`config.mk`:
```
export PLATFORM = sky130hd
export DESIGN_NAME = seg_scan_scheduler
export DESIGN_NICKNAME = d
export VERILOG_FILES = /design/src/rtl/seg_scan_pkg.sv /design/src/rtl/seg_phase_counter.sv /design/src/rtl/seg_scan_scheduler.sv
export SDC_FILE = /design/constraint.sdc
export NUM_CORES = 1
export LEC_CHECK = 0
export BUFFER_PORTS_ARGS = -buffer_cell sky130_fd_sc_hd__buf_2
export CAP_MARGIN = 40
export CORE_ASPECT_RATIO = 1.75
export CORE_UTILIZATION = 25
export CTS_BUF_LIST = sky130_fd_sc_hd__clkbuf_16
export DETAILED_ROUTE_END_ITERATION = 10
export SYNTH_ARGS = -nofsm -noshare
export SYNTH_HDL_FRONTEND = slang
export SYNTH_HIERARCHICAL = 1
export SYNTH_SLANG_ARGS = --single-unit
```
`constraint.sdc`:
```
create_clock -name clk -period 4 [get_ports clk]
set_clock_uncertainty 0.05 [all_clocks]
set_input_delay 0 -clock clk [delete_from_list [all_inputs] [get_ports clk]]
set_output_delay 0 -clock clk [all_outputs]
set_load 0.01 [all_outputs]
```
`src/rtl/seg_scan_pkg.sv`:
```
// Shared types and constants for the two-digit scan scheduler.
// The optional macro SEG_SCAN_LEADING_ZERO_BLANK_EN is consumed by seg_scan_scheduler.
package seg_scan_pkg;

    typedef enum logic [1:0] {
        SHOW0  = 2'd0,
        BLANK0 = 2'd1,
        SHOW1  = 2'd2,
        BLANK1 = 2'd3
    } scan_state_t;

    localparam logic [1:0] EN_OFF = 2'b11;
    localparam logic [1:0] EN_D0  = 2'b10;
    localparam logic [1:0] EN_D1  = 2'b01;

    // Width needed to count 0..max(a,b)-1; kept at least 1 bit so a 1-cycle phase still builds.
    function automatic int cnt_width(input int a, input int b);
        if (a >= b) begin
            return (a > 1) ? $clog2(a) : 1;
        end
        return (b > 1) ? $clog2(b) : 1;
    endfunction

endpackage

```
`src/rtl/seg_phase_counter.sv`:
```
// Phase timer: counts 0..last and raises done while the count sits at last,
// then restarts from 0 on the following edge (the FSM changes state on that same edge).
module seg_phase_counter #(
    parameter int CNT_W = 15
) (
    input  logic             clk,
    input  logic             reset,
    input  logic [CNT_W-1:0] last,
    output logic             done
);

    logic [CNT_W-1:0] count;

    assign done = (count == last);

    // NOTE: sequential state is always written with <= so every flop samples pre-edge values.
    always_ff @(posedge clk) begin
        if (reset) begin
            count <= '0;
        end else if (done) begin
            count <= '0;
        end else begin
            count <= count + 1'b1;
        end
    end

endmodule

```
`src/rtl/seg_scan_scheduler.sv`:
```
// Time-multiplexes two hex digits onto a shared 7-segment decoder with blanking dead time.
// Build option: define SEG_SCAN_LEADING_ZERO_BLANK_EN to keep digit 1 dark while it holds 0.
module seg_scan_scheduler #(
    parameter int DWELL_CYCLES = 24000,
    parameter int BLANK_CYCLES = 480
) (
    input  logic       clk,
    input  logic       reset,
    input  logic       load,
    input  logic [3:0] digit0_in,
    input  logic [3:0] digit1_in,
    output logic       load_ack,
    output logic [3:0] s_out,
    output logic [1:0] en_n,
    output logic       frame_tick
);

    import seg_scan_pkg::*;

    localparam int CNT_W = cnt_width(DWELL_CYCLES, BLANK_CYCLES);
    localparam logic [CNT_W-1:0] DWELL_LAST = CNT_W'(DWELL_CYCLES - 1);
    localparam logic [CNT_W-1:0] BLANK_LAST = CNT_W'(BLANK_CYCLES - 1);

    scan_state_t      state, state_next;
    logic [CNT_W-1:0] phase_last;
    logic             phase_done;

    logic [3:0] shadow0, shadow1, shadow0_next, shadow1_next;
    logic [3:0] pend0, pend1, pend0_next, pend1_next;
    logic       pend_flag, pend_flag_next;
    logic [1:0] en_next;
    logic [3:0] s_next;
    logic       ack_next, tick_next, commit;

    assign phase_last = (state == SHOW0 || state == SHOW1) ? DWELL_LAST : BLANK_LAST;

    seg_phase_counter #(.CNT_W(CNT_W)) u_phase (
        .clk   (clk),
        .reset (reset),
        .last  (phase_last),
        .done  (phase_done)
    );

    // NOTE: every always_comb output gets a default first, so no path can infer a latch.
    always_comb begin
        state_next     = state;
        commit         = 1'b0;
        tick_next      = 1'b0;
        shadow0_next   = shadow0;
        shadow1_next   = shadow1;
        pend0_next     = pend0;
        pend1_next     = pend1;
        pend_flag_next = pend_flag;
        en_next        = EN_OFF;
        s_next         = s_out;

        if (phase_done) begin
            case (state)
                SHOW0:   state_next = BLANK0;
                BLANK0:  state_next = SHOW1;
                SHOW1:   state_next = BLANK1;
                default: begin
                    state_next = SHOW0;
                    tick_next  = 1'b1;
                    commit     = pend_flag | load;
                end
            endcase
        end

        // A load landing on the frame edge bypasses the pending registers.
        if (commit) begin
            shadow0_next   = load ? digit0_in : pend0;
            shadow1_next   = load ? digit1_in : pend1;
            pend_flag_next = 1'b0;
        end else if (load) begin
            pend0_next     = digit0_in;
            pend1_next     = digit1_in;
            pend_flag_next = 1'b1;
        end
        ack_next = commit;

        // Outputs follow the next state so they change on the same edge as the state register.
        case (state_next)
            SHOW0: begin
                en_next = EN_D0;
                s_next  = shadow0_next;
            end
            SHOW1: begin
`ifdef SEG_SCAN_LEADING_ZERO_BLANK_EN
                en_next = (shadow1_next == 4'h0) ? EN_OFF : EN_D1;
`else
                en_next = EN_D1;
`endif
                s_next  = shadow1_next;
            end
            default: en_next = EN_OFF;
        endcase
    end

    always_ff @(posedge clk) begin
        if (reset) begin
            state      <= BLANK1;
            en_n       <= EN_OFF;
            s_out      <= 4'h0;
            load_ack   <= 1'b0;
            frame_tick <= 1'b0;
            shadow0    <= 4'h0;
            shadow1    <= 4'h0;
            pend0      <= 4'h0;
            pend1      <= 4'h0;
            pend_flag  <= 1'b0;
        end else begin
            state      <= state_next;
            en_n       <= en_next;
            s_out      <= s_next;
            load_ack   <= ack_next;
            frame_tick <= tick_next;
            shadow0    <= shadow0_next;
            shadow1    <= shadow1_next;
            pend0      <= pend0_next;
            pend1      <= pend1_next;
            pend_flag  <= pend_flag_next;
        end
    end

endmodule

```
==> results.md <==
* First-pass GRT wire length at 7620 µm
* Family with the most delay on the worst path: simple AND/OR/NAND/NOR gates
* Die W at about 70 µm
* WHS at 161 ps
* Post-route insts no fill at roughly 330
* Initial antenna violation count at 0
* Sequential area share after synthesis at 0.421
* FMAX at approximately 340 MHz
* Clock power frac at 0.481
* Cell variety after synth at 38
* Warnings, synthesis at 6
* DR vias at 1578
* Hold Crit Class: input pin to flop
* Comb power frac at 0.063
* Final min period at 2960 ps
* Synth top area share at 0.421
* Ant diodes at 0
* Final nets at roughly 260
* Starting Density at 0.260
* Core ar. at 7670 µm²
* Area contributors post-synth: dfxtp_1 (42%), xnor2_1 (6.1%), a211oi_1 (6.0%)
* Slew Viols, Final at 0
* Crit path DAT at 3070 ps
* LEAKAGE at roughly 0.91 nW
* GRT Residual Overflow at 0
* Post-route cell area at roughly 2400 µm²
* Clock Tree Buf Depth at 2
* Overall die height at roughly 120 µm
* Remaining DRCs at 0
* PD cells at between 300 and 400 nW/µm²
* Commonest cells post-synth: dfxtp_1 (42), nand2_1 (20), nor2_1 (20)
* CP Max Fanout at 6
* Placed insts at 316
* Post-synth design cell area at ~2000 µm²
* Period utilization at 0.740
* Detailed-placement wirelength estimate at between 3000 and 4000 µm
* Worst Path Required at 4120 ps
* Critical Path Max Stage Delay at ~370 ps
* Internal power at 744 µW
* Crit. Startpoint: state[0]
* Layout cells sized above 1 at 0.172
* Vias per cell at approximately 4.8
* Final TNS setup at 0 ps
* Top FF cell, synth: dfxtp_1
* Hold_sp: load
* #FFs+latches synth at 42
* PostCTS Resize Cnt at 0
* Gp weighted congestion at 0.774
* Worst setup EP type: flop
* TritonRoute pass-1 iters at 4
* Synth area leader: dfxtp_1
* Reg clk slew, reported paths at around 60 ps
* Synth Area per Inst at ~9.5 µm²
* Std cell rows at 42
* Buf/Inv on CP at 1
* Worst path slowest cell: or2_2
* Async SR Flop Fraction at 0
* Routed len/inst at roughly 13 µm
* Final hold vios at 0
* Crit-path cells: inv_1, ha_1, or2_2, xnor2_1, nand4_1, nor4_4, and2_1, o211a_1, mux2i_1, nor2_1, a221o_1
* Fillers at roughly 810
* Detail Route Antenna Nets at 0
* Die area at around 8400 µm²
* Number of global-route vias before repair at 1615
* RSZ-0062 raised after global routing: no
* Rel. slew slack at 0.471
* Root Driver: clkbuf_16
* Area grow syn2layout at 21.6%
* Switching Share at 0.213
* Worst setup path class: flop to flop
* Final wirelength at about 4300 µm
* Max VDD drop at about 0.31 mV
* P_sw at ~200 µW
* CTS tree: built
* Startpoint types: flop
* Inserted Clock Buffers at 5
* Drt initial violations at 61
* Share of power burned in registers at 0.457
* Max Cap Viol at 0
* CTS H-Tree Depth at 2
* Tightest Pin Transition at 794 ps
* Clock Latency Late Sink at between 200 and 300 ps
* Buffers on Ports at 18
* All-layer global routing usage at 0.114
* Placement-stage cell area at about 2200 µm²
* Post-synth EDFFs at 0
* Outcome: complete, no violations
* Most common cell in the netlist: dfxtp_1
* Largest net degree at the start of global routing at 42
* Clock sink count at 42
* Syn Inst Count at ~210
* I/O pin cnt at 19
* Worst r2r src: state[0]
* Endpoints failing setup at 0
sequential cells by signal, indices dropped and copies added, names as in the netlist:
register	cells
state	2
frame_tick	1
load_ack	1
s_out	4
shadow1	4
pend0	4
shadow0	4
pend1	4
pend_flag	1
u_phase/count	15
en_n	2
area by class of cell:
type / count / area (µm²) / area share
repair buffers: 28 / 185 / 0.0762
well taps: 88 / 110 / 0.0453
clock inverters: 3 / 40.0 / 0.0165
multi-input cells: 162 / 1110 / 0.458
flip-flops and latches: 42 / 841 / 0.346
clock buffers: 5 / 125 / 0.0515
inverters: 4 / 15.0 / 0.00618
final timing paths:
check              endpoint  slack (ps)  depth (start not counted)
setup / recovery   s_out[2]        1040                         11
hold reg to reg    pend0[0]         410                          2
setup reg to reg   s_out[2]        1040                         11
hold / removal    pend_flag         160                          3
layer usage:
metal / track usage / vias up / wire [µm]
met5: 0 / - / 0
met4: 0.0536 / 0 / 104
met3: 0.0308 / 10 / 143
met2: 0.204 / 30 / 2310
met1: 0.122 / 742 / 1770
li1: - / 796 / -
cell usage in the layout (no fill, tap or decap), types with 2 or more instances in the layout:
master         instances
clkbuf_16              5
dlygate4sd3_1          8
buf_4                  2
a221oi_2               2
and2_1                 3
a221o_1                2
a21oi_1               12
nand4_1                7
conb_1                 9
or2_2                  2
a2111oi_2              2
clkinv_2               2
xor2_1                12
nand3_1                5
ha_1                   4
and4_1                 2
buf_2                 18
a211oi_1              16
nand2b_1               2
mux2i_1                8
xnor2_1               14
nand2_1               20
o21ai_0                3
or3_1                  3
nor2_1                20
mux2_2                 2
dfxtp_1               42
inv_1                  4
tightest hold or removal path, delay by kind of cell:
family                 cells  cell delay (ps)
AND/OR/NAND/NOR            2              220
buffers and inverters      1              210
kinds of logic after synthesis:
| logic type | count (synthesis) | share of synthesized area |
|---|---|---|
| DFF | 42 | 0.421 |
| other | 2 | 0.00376 |
| xor gates and xnor gates | 26 | 0.114 |
| adders and majority gates | 4 | 0.0251 |
| buffers and inverters | 14 | 0.0351 |
| muxes | 11 | 0.0589 |
| AOI/OAI and AO/OA | 40 | 0.154 |
| and+or+nand+nor | 72 | 0.189 |
through the flow:
stage                     utilization  setup WS (ps)  power (mW)
final                           0.317           1040       0.945
after CTS                       0.317           1010       0.957
after detailed placement        0.285           1030       0.494
after global placement          0.285           1090       0.493
after floorplan                     -            969       0.479
after global routing            0.317            764       0.980
power by group through the flow:
| stage | sequential, mW | clock, mW | combinational (mW) |
|---|---|---|---|
| 2_1_floorplan | 0.440 | 0 | 0.0390 |
| 3_3_place_gp | 0.441 | 0 | 0.0525 |
| 3_5_place_dp | 0.441 | 0 | 0.0533 |
| 4_1_cts | 0.432 | 0.466 | 0.0595 |
| 5_1_grt | 0.432 | 0.481 | 0.0662 |
| 6_report | 0.432 | 0.454 | 0.0593 |
what timing repair did:
item,4_1_cts,5_1_grt
setup endpoints to repair,0,0
setup buffers,0,0
hold buffers,8,0
hold endpoints to repair,8,0
No activity file was read; power rests on OpenSTA's default activity.
